**src/rtl/uart_pkg.sv**
```systemverilog
// Shared UART definitions: default byte width and transmit-feeder FSM encoding.
// Reused by uart_top and uart_tx_feeder.
package uart_pkg;

  localparam int DATA_W_DEF = 8;
  localparam int STATE_W    = 2;

  typedef logic [STATE_W-1:0] state_t;

  localparam logic [1:0] ST_IDLE      = 2'd0;
  localparam logic [1:0] ST_LAUNCH    = 2'd1;
  localparam logic [1:0] ST_WAIT_DONE = 2'd2;

endpackage

```
**src/rtl/uart_tx_feeder_if.sv**
```systemverilog
// Producer-side write port, status flags and uart_top launch handshake of the feeder.
// slave = feeder view, master = producer / uart_top view.
interface uart_tx_feeder_if
  import uart_pkg::*;
#(
  parameter int DEPTH  = 16,
  parameter int DATA_W = DATA_W_DEF
) ();

  localparam int CNT_W = $clog2(DEPTH) + 1;

  logic              wr_en;
  logic [DATA_W-1:0] wr_data;
  logic              clr_ovf;
  logic              full;
  logic              empty;
  logic [CNT_W-1:0]  count;
  logic              overflow;
  logic              start_tx;
  logic [DATA_W-1:0] tx_data_in;
  logic              tx_busy;
  logic              tx_done;
  logic [15:0]       bytes_sent;

  modport slave (
    input  wr_en, wr_data, clr_ovf, tx_busy, tx_done,
    output full, empty, count, overflow, start_tx, tx_data_in, bytes_sent
  );

  modport master (
    output wr_en, wr_data, clr_ovf, tx_busy, tx_done,
    input  full, empty, count, overflow, start_tx, tx_data_in, bytes_sent
  );

endinterface

```
**src/rtl/sync_fifo.sv**
```systemverilog
// Single-clock byte FIFO; full/empty derive from the occupancy counter only.
// A push while full is accepted only when a pop happens at the same edge.
module sync_fifo #(
  parameter int DEPTH  = 16,
  parameter int DATA_W = 8
) (
  input  logic                     clk,
  input  logic                     rst,
  input  logic                     push,
  input  logic [DATA_W-1:0]        push_data,
  input  logic                     pop,
  output logic [DATA_W-1:0]        pop_data,
  output logic                     full,
  output logic                     empty,
  output logic [$clog2(DEPTH):0]   count
);

  localparam int PTR_W = $clog2(DEPTH);
  localparam int CNT_W = PTR_W + 1;

  logic [DATA_W-1:0] mem [DEPTH];
  logic [PTR_W-1:0]  head;
  logic [PTR_W-1:0]  tail;
  logic              push_ok;
  logic              pop_ok;

  assign full     = (count == CNT_W'(DEPTH));
  assign empty    = (count == '0);
  assign push_ok  = push && (!full || pop);
  assign pop_ok   = pop && !empty;
  assign pop_data = mem[head];

  // Pointers wrap naturally because DEPTH is a power of two.
  always_ff @(posedge clk) begin
    if (rst) begin
      head  <= '0;
      tail  <= '0;
      count <= '0;
    end else begin
      if (push_ok) tail <= tail + PTR_W'(1);
      if (pop_ok)  head <= head + PTR_W'(1);
      if (push_ok && !pop_ok)
        count <= count + CNT_W'(1);
      else if (!push_ok && pop_ok)
        count <= count - CNT_W'(1);
    end
  end

  always_ff @(posedge clk) begin
    if (push_ok) mem[tail] <= push_data;
  end

endmodule

```
**src/rtl/uart_tx_feeder.sv**
```systemverilog
// Buffers producer bytes and hands them one at a time to uart_top,
// counting completed frames in bytes_sent.
module uart_tx_feeder
  import uart_pkg::*;
#(
  parameter int DEPTH  = 16,
  parameter int DATA_W = DATA_W_DEF
) (
  input  logic          clk,
  input  logic          rst,
  uart_tx_feeder_if.slave bus
);

  localparam int CNT_W = $clog2(DEPTH) + 1;

  state_t            state;
  logic              pop;
  logic              drop;
  logic              fifo_full;
  logic              fifo_empty;
  logic [CNT_W-1:0]  fifo_count;
  logic [DATA_W-1:0] head_data;
  logic [DATA_W-1:0] tx_data;
  logic              start_tx;
  logic              overflow;
  logic [15:0]       bytes_sent;

  // Pop decision uses the registered empty flag, so a byte is never popped at the edge that stores it.
  assign pop  = (state == ST_IDLE) && !fifo_empty && !bus.tx_busy;
  assign drop = bus.wr_en && fifo_full && !pop;

  sync_fifo #(
    .DEPTH  (DEPTH),
    .DATA_W (DATA_W)
  ) u_fifo (
    .clk       (clk),
    .rst       (rst),
    .push      (bus.wr_en),
    .push_data (bus.wr_data),
    .pop       (pop),
    .pop_data  (head_data),
    .full      (fifo_full),
    .empty     (fifo_empty),
    .count     (fifo_count)
  );

  // A dropped write wins over a simultaneous clear.
  always_ff @(posedge clk) begin
    if (rst)              overflow <= 1'b0;
    else if (drop)        overflow <= 1'b1;
    else if (bus.clr_ovf) overflow <= 1'b0;
  end

  always_ff @(posedge clk) begin
    if (rst) begin
      state      <= ST_IDLE;
      start_tx   <= 1'b0;
      tx_data    <= '0;
      bytes_sent <= '0;
    end else begin
      case (state)
        ST_IDLE: begin
          if (pop) begin
            tx_data  <= head_data;
            start_tx <= 1'b1;
            state    <= ST_LAUNCH;
          end
        end
        ST_LAUNCH: begin
          if (bus.tx_busy) begin
            start_tx <= 1'b0;
            state    <= ST_WAIT_DONE;
          end
        end
        ST_WAIT_DONE: begin
          if (bus.tx_done) begin
            bytes_sent <= bytes_sent + 16'd1;
            state      <= ST_IDLE;
          end
        end
        default: begin
          start_tx <= 1'b0;
          state    <= ST_IDLE;
        end
      endcase
    end
  end

  assign bus.full       = fifo_full;
  assign bus.empty      = fifo_empty;
  assign bus.count      = fifo_count;
  assign bus.overflow   = overflow;
  assign bus.start_tx   = start_tx;
  assign bus.tx_data_in = tx_data;
  assign bus.bytes_sent = bytes_sent;

endmodule

```
**src/flat_wrapper.sv**
```systemverilog
// flat-port wrapper written by rule: the top's interface ports become plain ports
module uart_tx_feeder_flat import uart_pkg::*;
#(
  parameter int DEPTH  = 16,
  parameter int DATA_W = DATA_W_DEF
)
  (clk, rst, bus_wr_en, bus_wr_data, bus_clr_ovf, bus_tx_busy, bus_tx_done, bus_full, bus_empty, bus_count, bus_overflow, bus_start_tx, bus_tx_data_in, bus_bytes_sent);
  uart_tx_feeder_if #(.DEPTH(DEPTH), .DATA_W(DATA_W)) bus_i ();
  input  logic clk;
  input  logic rst;
  input wire logic [$bits(bus_i.wr_en)-1:0] bus_wr_en;
  input wire logic [$bits(bus_i.wr_data)-1:0] bus_wr_data;
  input wire logic [$bits(bus_i.clr_ovf)-1:0] bus_clr_ovf;
  input wire logic [$bits(bus_i.tx_busy)-1:0] bus_tx_busy;
  input wire logic [$bits(bus_i.tx_done)-1:0] bus_tx_done;
  output wire logic [$bits(bus_i.full)-1:0] bus_full;
  output wire logic [$bits(bus_i.empty)-1:0] bus_empty;
  output wire logic [$bits(bus_i.count)-1:0] bus_count;
  output wire logic [$bits(bus_i.overflow)-1:0] bus_overflow;
  output wire logic [$bits(bus_i.start_tx)-1:0] bus_start_tx;
  output wire logic [$bits(bus_i.tx_data_in)-1:0] bus_tx_data_in;
  output wire logic [$bits(bus_i.bytes_sent)-1:0] bus_bytes_sent;
  assign bus_i.wr_en = bus_wr_en;
  assign bus_i.wr_data = bus_wr_data;
  assign bus_i.clr_ovf = bus_clr_ovf;
  assign bus_i.tx_busy = bus_tx_busy;
  assign bus_i.tx_done = bus_tx_done;
  assign bus_full = bus_i.full;
  assign bus_empty = bus_i.empty;
  assign bus_count = bus_i.count;
  assign bus_overflow = bus_i.overflow;
  assign bus_start_tx = bus_i.start_tx;
  assign bus_tx_data_in = bus_i.tx_data_in;
  assign bus_bytes_sent = bus_i.bytes_sent;
  uart_tx_feeder #(.DEPTH(DEPTH), .DATA_W(DATA_W)) u_core (.clk(clk), .rst(rst), .bus(bus_i));
endmodule
```
**config.mk**
```make
export PLATFORM = sky130hd
export DESIGN_NAME = uart_tx_feeder_flat
export DESIGN_NICKNAME = d
export VERILOG_FILES = /design/src/rtl/uart_pkg.sv /design/src/rtl/uart_tx_feeder_if.sv /design/src/rtl/sync_fifo.sv /design/src/rtl/uart_tx_feeder.sv /design/src/flat_wrapper.sv
export SDC_FILE = /design/constraint.sdc
export NUM_CORES = 1
export LEC_CHECK = 0
export CORE_MARGIN = 2
export CORE_UTILIZATION = 45
export DETAILED_ROUTE_END_ITERATION = 16
export GPL_TIMING_DRIVEN = 1
export PLACE_DENSITY = 0.75
export SYNTH_ARGS = -nofsm -noshare
export SYNTH_HDL_FRONTEND = slang
export SYNTH_SLANG_ARGS = --single-unit
```
**constraint.sdc**
```tcl
create_clock -name clk -period 2.9 [get_ports clk]
set_clock_uncertainty 0.1 [all_clocks]
set_input_delay 0.58 -clock clk [delete_from_list [all_inputs] [get_ports clk]]
set_output_delay 0.58 -clock clk [all_outputs]
set_load 0.01 [all_outputs]
```
==> results.sh, run 1 <==
export IMPL_die_w_um=127
export IMPL_worstPathMaxFanout=5
export IMPL_insertion_delay_ns=0.43
export IMPL_yosysMostFrequentCell="edfxtp_1"
export IMPL_n_fill_cell=1167
export IMPL_synthTopCellsByArea="edfxtp_1, dfxtp_1, mux2i_1"
export IMPL_yosys_warnings=0
export IMPL_cellPowerDensity_nw_per_um2=789
export IMPL_start_util_pct=45.4
export IMPL_synthArstFlopShare_pct=0
export IMPL_grt_pass1_wl_um=21500
export IMPL_viasPerCell=5.43
export IMPL_arrival_ns=2.02
export IMPL_drtIter0Drc=296
export IMPL_gr_usage_all_layers_pct=18.1
export IMPL_tns_ns=0
export IMPL_synth_cell_types=41
export IMPL_cts_buffer_depth=2
export IMPL_clock_sinks=169
export IMPL_chipHeight_um=127
export IMPL_synth_main_ff_cell="edfxtp_1"
export IMPL_final_antenna_net_count=0
export IMPL_fin_crit_sh_pct=93.0
export IMPL_synth_top_area_cell="edfxtp_1"
export IMPL_max_stage_delay_ns=0.54
export IMPL_antenna_cells=0
export IMPL_grt_max_degree=37
export IMPL_synth_seq_area_share_pct=68.3
export IMPL_cap_violations=0
export IMPL_syn_nets=486
export IMPL_hpwlAfterDp_um=9050
export IMPL_finalSetupViolCount=0
export IMPL_post_place_ws_ns=-0.394
export IMPL_crit_chain="nor4_4, and2_1, clkdlybuf4s50_1"
export IMPL_ir_drop_uv=597
export IMPL_layout_nets=556
export IMPL_timing_final_ws_setup_ns=0.204
export IMPL_drt_total_wl_um=14100
export IMPL_gp_congestion=0.772
export IMPL_synth_top_area_share_pct=56.3
export IMPL_io_pins=47
export IMPL_cts_tree="built"
export IMPL_htreeDepth=4
export IMPL_synth_edf_count=128
export IMPL_hp_class="in2reg"
export IMPL_drive_gt1_share_pct=16.2
export IMPL_path_class="reg2out"
export IMPL_synth_top_cells_by_count="edfxtp_1, nor2_1, dfxtp_1"
export IMPL_rsz0062_at_grt="no"
export IMPL_wire_per_inst_um=19.2
export IMPL_drv_slew=0
export IMPL_synth_area_per_cell_um2=14.8
export IMPL_status="finished clean"
export IMPL_antenna_found_initial=0
export IMPL_slowest_stage="clkdlybuf4s50_1"
export IMPL_slew_limit_headroom_pct=49.7
export IMPL_cp_end_kind="output port"
export IMPL_dieArea_um2=16200
export IMPL_p_leak_nw=2.71
export IMPL_grt_pass1_vias=3976
export IMPL_vias=3974
export IMPL_syn_inst=461
export IMPL_coreArea_um2=15000
export IMPL_portBuffers=46
export IMPL_worstHoldStart="bus_tx_busy"
export IMPL_hold_viol_final=0
export IMPL_layout_min_cycle_time_ns=2.70
export IMPL_syn2layout_area_growth_pct=21.4
export IMPL_cts_root_buffer="clkbuf_16"
export IMPL_start_kind="flop"
export IMPL_yosys_register_bits=169
export IMPL_rows=45
export IMPL_startpoint="u_core.u_fifo.count[1]"
export IMPL_route_detailed_drc=0
export IMPL_grt_remaining_overflow=0
export IMPL_cts_clk_slew_worst_paths_ns=0.07
export IMPL_synth_area_um2=6830
export IMPL_numCtsBuffers=17
export IMPL_cp_data_required_time_ns=2.22
export IMPL_worstMarginPinSlew_ns=0.752
export IMPL_firstDrtPassIters=4
export IMPL_r2r_start="u_core.state[1]"
export IMPL_fmax_mhz=371
path summary, 6_finish.rpt:
kind / endpoint / slack, ns / cells after the start
setup reg to reg: u_core.u_fifo.count[4] / 0.27 / 9
hold reg to reg: u_core.bus.overflow / 0.37 / 2
hold / removal: u_core.state[0] / 0.37 / 2
setup / recovery: bus_full / 0.20 / 3
critical path, delay by kind of cell (launching register included):
family | cells | cell delay, ns
simple gates | 2 | 0.68
buf+inv | 1 | 0.54
flops | 1 | 0.37
layer usage:
layer / track usage, % / up-vias / part of all wire, %
met5: 0 / - / 0
met4: 6.14 / 0 / 1.3
met3: 4.69 / 9 / 6.7
met2: 29.6 / 121 / 49
met1: 23.6 / 1974 / 43
li1: - / 1870 / -
timing repair:
action / in CTS / in global routing
gates resized for setup: 0 / 2
hold buffers: 0 / 0
endpoints found under the setup margin: 0 / 1
buffers inserted: 0 / 1
cell type report:
class	instances	area [µm²]	area share [%]
Inverter	15	56.3	0.679
Clock inverter	12	153	1.84
Clock buffer	20	457	5.50
Multi-Input combinational cell	253	2010	24.2
Tap cell	188	235	2.84
Timing Repair Buffer	75	718	8.66
Sequential cell	169	4670	56.2
report_power, final:
| group | internal (W) | total [W] | switching (W) | leakage [nW] |
|---|---|---|---|---|
| combinational | 0.000679 | 0.00134 | 0.000665 | 0.927 |
| clock | 0.00134 | 0.00232 | 0.000977 | 0.294 |
| sequential | 0.00274 | 0.00288 | 0.000142 | 1.49 |
| total | 0.00476 | 0.00655 | 0.00178 | 2.71 |
state kept, by name, indices dropped and copies added, names as in the netlist:
name,count
u_core.u_fifo.head,4
u_core.u_fifo.count,5
u_core.state,2
u_core.u_fifo.mem,128
u_core.bus.bytes_sent,16
u_core.bus.start_tx,1
u_core.u_fifo.tail,4
u_core.bus.overflow,1
u_core.bus.tx_data_in,8
placed cells by master, fill, tap and decap left out, types with 5 or more instances in the layout:
cell type	instances
nor2_1	56
or3_1	5
xnor2_1	13
nor3_1	18
mux2i_1	36
a211oi_1	8
o22ai_1	16
a21oi_1	11
a22oi_1	8
xor2_1	8
ha_1	9
nand3_1	5
dfxtp_1	40
mux4_2	16
inv_1	14
clkdlybuf4s50_1	45
clkbuf_16	17
edfxtp_1	128
buf_4	26
nand2_1	11
metrics by stage:
stage | power [W] | hold slack (ns) | cells | area (µm²) | util [%]
5_1_grt | 0.00682 | 0.359 | 732 | 8300 | 55.2
2_1_floorplan | 0.00372 | 0.372 | 461 | 6830 | -
3_3_place_gp | 0.00422 | 0.361 | 699 | 7670 | 51.0
4_1_cts | 0.00659 | 0.376 | 731 | 8280 | 55.1
6_report | 0.00655 | 0.368 | 732 | 8300 | 55.2
3_5_place_dp | 0.00427 | 0.365 | 699 | 7670 | 51.0
kinds of logic (layout without fill, tap and decap cells):
logic type                 Yosys count  in the layout  share of synthesized area, %
AOI/OAI and AO/OA                   52             52                          5.22
DFF                                169            169                          68.3
adders and majority gates           11             11                          2.12
buffers and inverters               39            122                          2.45
xor gates and xnor gates            21             21                          2.69
and+or+nand+nor                    116            116                          8.52
muxes                               53             53                          10.7
Power figures use the tool's default switching activity.
==> inputs of run 2 (changes only) <==
--- a/config.mk
+++ b/config.mk
@@ -12,4 +12,5 @@
 export PLACE_DENSITY = 0.75
 export SYNTH_ARGS = -nofsm -noshare
 export SYNTH_HDL_FRONTEND = slang
+export SYNTH_HIERARCHICAL = 1
 export SYNTH_SLANG_ARGS = --single-unit
==> results.sh, run 2 <==
export IMPL_yosys_register_bits=173
export IMPL_dieArea_um2=16500
export IMPL_grt_pass1_vias=3975
export IMPL_max_stage_delay_ns=0.56
export IMPL_grt_pass1_wl_um=21900
export IMPL_start_kind="flop"
export IMPL_worstMarginPinSlew_ns=0.923
export IMPL_hold_viol_final=0
export IMPL_cts_tree="built"
export IMPL_clock_sinks=173
export IMPL_path_class="reg2reg"
export IMPL_multi_input_area_um2=2170
export IMPL_largest_reg_flops=128
export IMPL_synth_area_um2=6960
export IMPL_wire_per_inst_um=19.7
export IMPL_rows=45
export IMPL_synth_main_ff_cell="edfxtp_1"
export IMPL_grt_max_degree=33
export IMPL_cts_clk_slew_worst_paths_ns=0.07
export IMPL_insertion_delay_ns=0.43
export IMPL_synth_edf_count=128
export IMPL_grt_remaining_overflow=0
export IMPL_cellPowerDensity_nw_per_um2=844
export IMPL_status="finished clean"
export IMPL_cts_buffer_depth=2
export IMPL_syn_nets=464
export IMPL_ir_drop_uv=404
export IMPL_die_w_um=128
export IMPL_fmax_mhz=352
export IMPL_dp_cells=682
export IMPL_fin_cells=716
export IMPL_synthArstFlopShare_pct=0
export IMPL_synth_cell_types=49
export IMPL_drive_gt1_share_pct=23.7
export IMPL_synth_top_cells_by_count="edfxtp_1, nor2_1, dfxtp_1"
export IMPL_start_util_pct=45.9
export IMPL_htreeDepth=4
export IMPL_final_seq_area_um2=4750
export IMPL_route_detailed_drc=0
export IMPL_syn2layout_area_growth_pct=23.1
export IMPL_gr_usage_all_layers_pct=17.8
export IMPL_cp_end_kind="flop"
export IMPL_synth_area_per_cell_um2=15.8
export IMPL_final_antenna_net_count=0
export IMPL_cts_root_buffer="clkbuf_16"
export IMPL_cap_violations=0
export IMPL_io_pins=47
export IMPL_syn_inst=439
export IMPL_drv_slew=0
export IMPL_layout_nets=540
export IMPL_drt_total_wl_um=14100
export IMPL_viasPerCell=5.64
export IMPL_largest_register="u_core/u_fifo/mem"
export IMPL_vias=4038
export IMPL_p_total_w=0.00723
export IMPL_rsz0062_at_grt="yes"
export IMPL_antenna_cells=0
export IMPL_crit_chain="or4_4, nor2_4, nor4_4, o31ai_4, inv_2, ha_4, inv_6, ha_4, a21oi_4, a211oi_1, a31oi_1, mux2_2"
export IMPL_cp_data_required_time_ns=3.11
export IMPL_n_fill_cell=1077
export IMPL_yosysMostFrequentCell="edfxtp_1"
export IMPL_hpwlAfterDp_um=8890
export IMPL_fin_crit_sh_pct=98.0
export IMPL_hp_class="reg2reg"
export IMPL_worstPathMaxFanout=5
export IMPL_numCtsBuffers=17
export IMPL_drtIter0Drc=342
export IMPL_yosys_warnings=6
export IMPL_crit_family="simple AND/OR/NAND/NOR gates"
export IMPL_portBuffers=46
export IMPL_final_cell_mix="edfxtp_1, nor2_1, clkdlybuf4s50_1"
export IMPL_timing_hold_ws_ns=0.385
export IMPL_p_leak_nw=2.88
export IMPL_synth_top_area_cell="edfxtp_1"
export IMPL_synthTopCellsByArea="edfxtp_1, dfxtp_1, mux4_2"
export IMPL_tns_ns=0
export IMPL_slew_limit_headroom_pct=38.2
export IMPL_antenna_found_initial=0
export IMPL_final_common_cell="edfxtp_1"
export IMPL_firstDrtPassIters=5
export IMPL_finalSetupViolCount=0
export IMPL_layout_min_cycle_time_ns=2.84
export IMPL_gp_congestion=0.813
export IMPL_arrival_ns=3.05
export IMPL_crit_path_frequent_cell="ha_4"
export IMPL_chipHeight_um=128
export IMPL_path_buf_inv=2
export IMPL_cts_hold_buf=0
export IMPL_synth_seq_area_share_pct=68.2
export IMPL_synth_top_area_share_pct=55.2
export IMPL_slowest_stage="or4_4"
export IMPL_coreArea_um2=15100
==> run 2: changes by cell type after synthesis, moves of 4 or more <==
cell      change
o22ai_1      -16
nand2_1       +5
inv_1         -6
a22oi_1       +8
nor2_1        -6
nand3_1       +5
mux2i_1      -25
nor3_1       -12
xnor2_1       -8
dfxtp_1       +4
a211oi_1      -7
mux4_2       +16
nor4_1        +4
==> run 2: worst paths after layout <==
path	startpoint	slack, ns	endpoint	depth (start not counted)
setup / recovery	u_core/u_fifo/count[3]	0.06	u_core/u_fifo/count[4]	12
setup reg to reg	u_core/u_fifo/count[3]	0.06	u_core/u_fifo/count[4]	12
hold / removal	u_core/bus.overflow	0.39	u_core/bus.overflow	2
hold reg to reg	u_core/bus.overflow	0.39	u_core/bus.overflow	2
==> run 2: what timing repair did <==
| action | CTS | global route |
|---|---|---|
| pin swaps | 4 | 2 |
| setup endpoints to repair | 3 | 3 |
| resized for setup | 4 | 8 |
| buffers inserted | 1 | 2 |
==> run 2: area by class of cell <==
cell class,instances,area share (%)
sequential,173,55.5
multi-input combinational,235,25.3
timing repair buffer,80,8.53
clock buffer,17,4.97
tap,188,2.75
clock inverter,15,2.53
inverter,8,0.409
==> run 2: cells by family after synthesis <==
kind of cell / after synthesis / share of synthesized area [%]
AND/OR/NAND/NOR: 118 / 8.74
flip-flops: 173 / 68.2
AO/OA/AOI/OAI: 45 / 4.69
XOR/XNOR: 16 / 2.01
multiplexers: 45 / 12.3
buffers and inverters: 31 / 2.01
adder cells (fa/ha/maj): 11 / 2.09
==> run 2: metrics by stage <==
stage	cell area [µm²]	worst slack [ns]	utilization, %
2_1_floorplan	7000	-0.281	-
3_5_place_dp	7840	-0.222	51.8
4_1_cts	8500	0.0443	56.2
5_1_grt	8570	-0.0271	56.6
3_3_place_gp	7840	-0.171	51.8
6_report	8570	0.0589	56.6
==> run 2: metal layers <==
metal | GRT usage [%] | wire length, µm | vias up
met5 | 0 | 0 | -
met4 | 7.24 | 303 | 0
met3 | 3.53 | 759 | 28
met2 | 30.3 | 7220 | 160
met1 | 22.6 | 5830 | 2002
li1 | - | - | 1848
==> run 2: power breakdown <==
part | internal, W | switching (W) | total (W)
Sequential | 0.00281 | 0.0000953 | 0.00290
Combinational | 0.00103 | 0.000897 | 0.00193
Clock | 0.00134 | 0.00106 | 0.00240
==> run 2: tightest hold or removal path: cells and delay by family, from the launching register on <==
kind	cells	cell delay, ns
flops	1	0.31
compound gates	1	0.06
simple gates	1	0.07
==> inputs of run 3 (changes only) <==
--- a/config.mk
+++ b/config.mk
@@ -7,6 +7,7 @@
 export LEC_CHECK = 0
 export CORE_MARGIN = 2
 export CORE_UTILIZATION = 45
+export CTS_BUF_LIST = sky130_fd_sc_hd__clkbuf_16
 export DETAILED_ROUTE_END_ITERATION = 16
 export GPL_TIMING_DRIVEN = 1
 export PLACE_DENSITY = 0.75
==> results of run 3 <==
The final DEF is identical to that of run 2; final timing and power are the same.
==> edit, RTL diff (flow settings as in run 3) <==
`DEPTH` is set to 16 in 4 places; all go to 8.
--- a/src/rtl/uart_tx_feeder_if.sv
+++ b/src/rtl/uart_tx_feeder_if.sv
@@ -3,7 +3,7 @@
 interface uart_tx_feeder_if
   import uart_pkg::*;
 #(
-  parameter int DEPTH  = 16,
+  parameter int DEPTH  = 8,
   parameter int DATA_W = DATA_W_DEF
 ) ();
 
--- a/src/rtl/sync_fifo.sv
+++ b/src/rtl/sync_fifo.sv
@@ -1,7 +1,7 @@
 // Single-clock byte FIFO; full/empty derive from the occupancy counter only.
 // A push while full is accepted only when a pop happens at the same edge.
 module sync_fifo #(
-  parameter int DEPTH  = 16,
+  parameter int DEPTH  = 8,
   parameter int DATA_W = 8
 ) (
   input  logic                     clk,
--- a/src/rtl/uart_tx_feeder.sv
+++ b/src/rtl/uart_tx_feeder.sv
@@ -3,7 +3,7 @@
 module uart_tx_feeder
   import uart_pkg::*;
 #(
-  parameter int DEPTH  = 16,
+  parameter int DEPTH  = 8,
   parameter int DATA_W = DATA_W_DEF
 ) (
   input  logic          clk,
--- a/src/flat_wrapper.sv
+++ b/src/flat_wrapper.sv
@@ -1,7 +1,7 @@
 // flat-port wrapper written by rule: the top's interface ports become plain ports
 module uart_tx_feeder_flat import uart_pkg::*;
 #(
-  parameter int DEPTH  = 16,
+  parameter int DEPTH  = 8,
   parameter int DATA_W = DATA_W_DEF
 )
   (clk, rst, bus_wr_en, bus_wr_data, bus_clr_ovf, bus_tx_busy, bus_tx_done, bus_full, bus_empty, bus_count, bus_overflow, bus_start_tx, bus_tx_data_in, bus_bytes_sent);
Ports: changed (resized bus_count); port bits go from 47 to 46. The function was not compared with the original's and may differ.
==> edit against run 3 <==
  * Die area down 38%
  * Sequential power down 37%
  * Combinational power down 42%
  * Synthesized cell count down 33%
  * Critical path type is now input pin to register
  * Power down 42%
  * Worst setup slack better by 0.035 ns
  * Final area down 38%
  * Sequential cell count down 68
  * Area after synthesis down 39%
  * Register-to-register slack better by 0.06 ns
  * Routed wire length down 43%
  * Critical path depth unchanged
  * Global-route usage down 0.81 points
==> edit: results (changes against run 3) <==
[finish]
n_all_inverters=7  ; -1
largest_reg_flops=64  ; -50%
clock_area_share_pct=5.82  ; -1.7 points
numSequentialCells=105  ; -39%
syn_to_final_growth_pct=24.7
nonClkBufAreaFrac_pct=12.0  ; +3.5 points
final_cells=477  ; -33%
multi_input_area_sq_um=1460  ; -33%
num-multi-input-gates=168  ; -29%
final_layout_size_suffix_gt1_share_pct=22.1  ; -1.5 points

[setup_path]
slowest_delay_ns=0.53  ; -0.03 ns
cp_max_fo=4  ; -1
reg2reg_slack_ns=0.12  ; +0.06 ns
reg2reg_depth=10  ; -2
timing.rr.end=u_core/u_fifo/count[3]$_SDFFE_PP0P_

[sta]
finalCriticalPeriod_ns=2.81  ; -0.0351 ns

[synthesis]
synth_xor_xnor_area_share_pct=3.26  ; +1.2 points
syn_nets=315  ; -32%
ys_top_cells_by_count=edfxtp_1, dfxtp_1, nor2_1, mux4_2
yosysSeqAreaShare_pct=64.4  ; -3.8 points
synth_edf_count=64  ; -50%

[place]
dp_cells=461  ; -32%
post_dp_cell_area_sq_um=4980  ; -36%
gp_congestion=0.798  ; -1.9%

[grt]
gr-usage-met3_pct=2.97  ; -0.57 points
grt_usage_pct=17.0  ; -0.81 points
grt_pass1_vias=2663  ; -33%
grt_max_degree=23  ; -30%
gr-usage-met2_pct=30.2  ; -0.11 points

[run_status]
status=completed

[power_and_ir_drop]
seq-power_w=0.00184  ; -37%
irDropWorstVdd_mv=0.380  ; -5.8%
p_int_w=0.00298  ; -42%
p_leak_nw=1.84  ; -36%
p_clk_w=0.00122  ; -49%

[detailed_routing]
drt_first_pass_iters=4  ; -1
drt_iter0_drc=142  ; -58%

-- edit: cell types whose count changed after synthesis, moves of 3 or more --
cell      change
a22oi_1      -16
clkbuf_1      -7
dfxtp_1       -4
edfxtp_1     -64
ha_1          -4
mux2_2        +8
mux4_2       -16
nand2_1       -8
nand3_2       -3
nor2_1       -14
-- edit: worst register-to-register path: stages, from the launching register on --
cell and delay [ns]:
dfxtp_1 0.37, or4b_4 0.60, o21ai_4 0.16, inv_2 0.06
ha_1 0.20, inv_1 0.13, ha_4 0.23, a21oi_2 0.18
a211oi_1 0.11, a31oi_1 0.20, mux2_2 0.35
-- edit: cell families (layout without fill, tap and decap cells) --
logic type / after synthesis / count (layout)
DFF: 105 / 105
xor gates and xnor gates: 15 / 15
and+or+nand+nor: 86 / 86
muxes: 37 / 37
AOI/OAI and AO/OA: 23 / 23
buffers and inverters: 21 / 93
adders and majority gates: 7 / 7
-- edit: repair_timing --
action | CTS | global route
hold buffers | 0 | 0
resized for setup | 0 | 4
setup endpoints to repair | 0 | 1
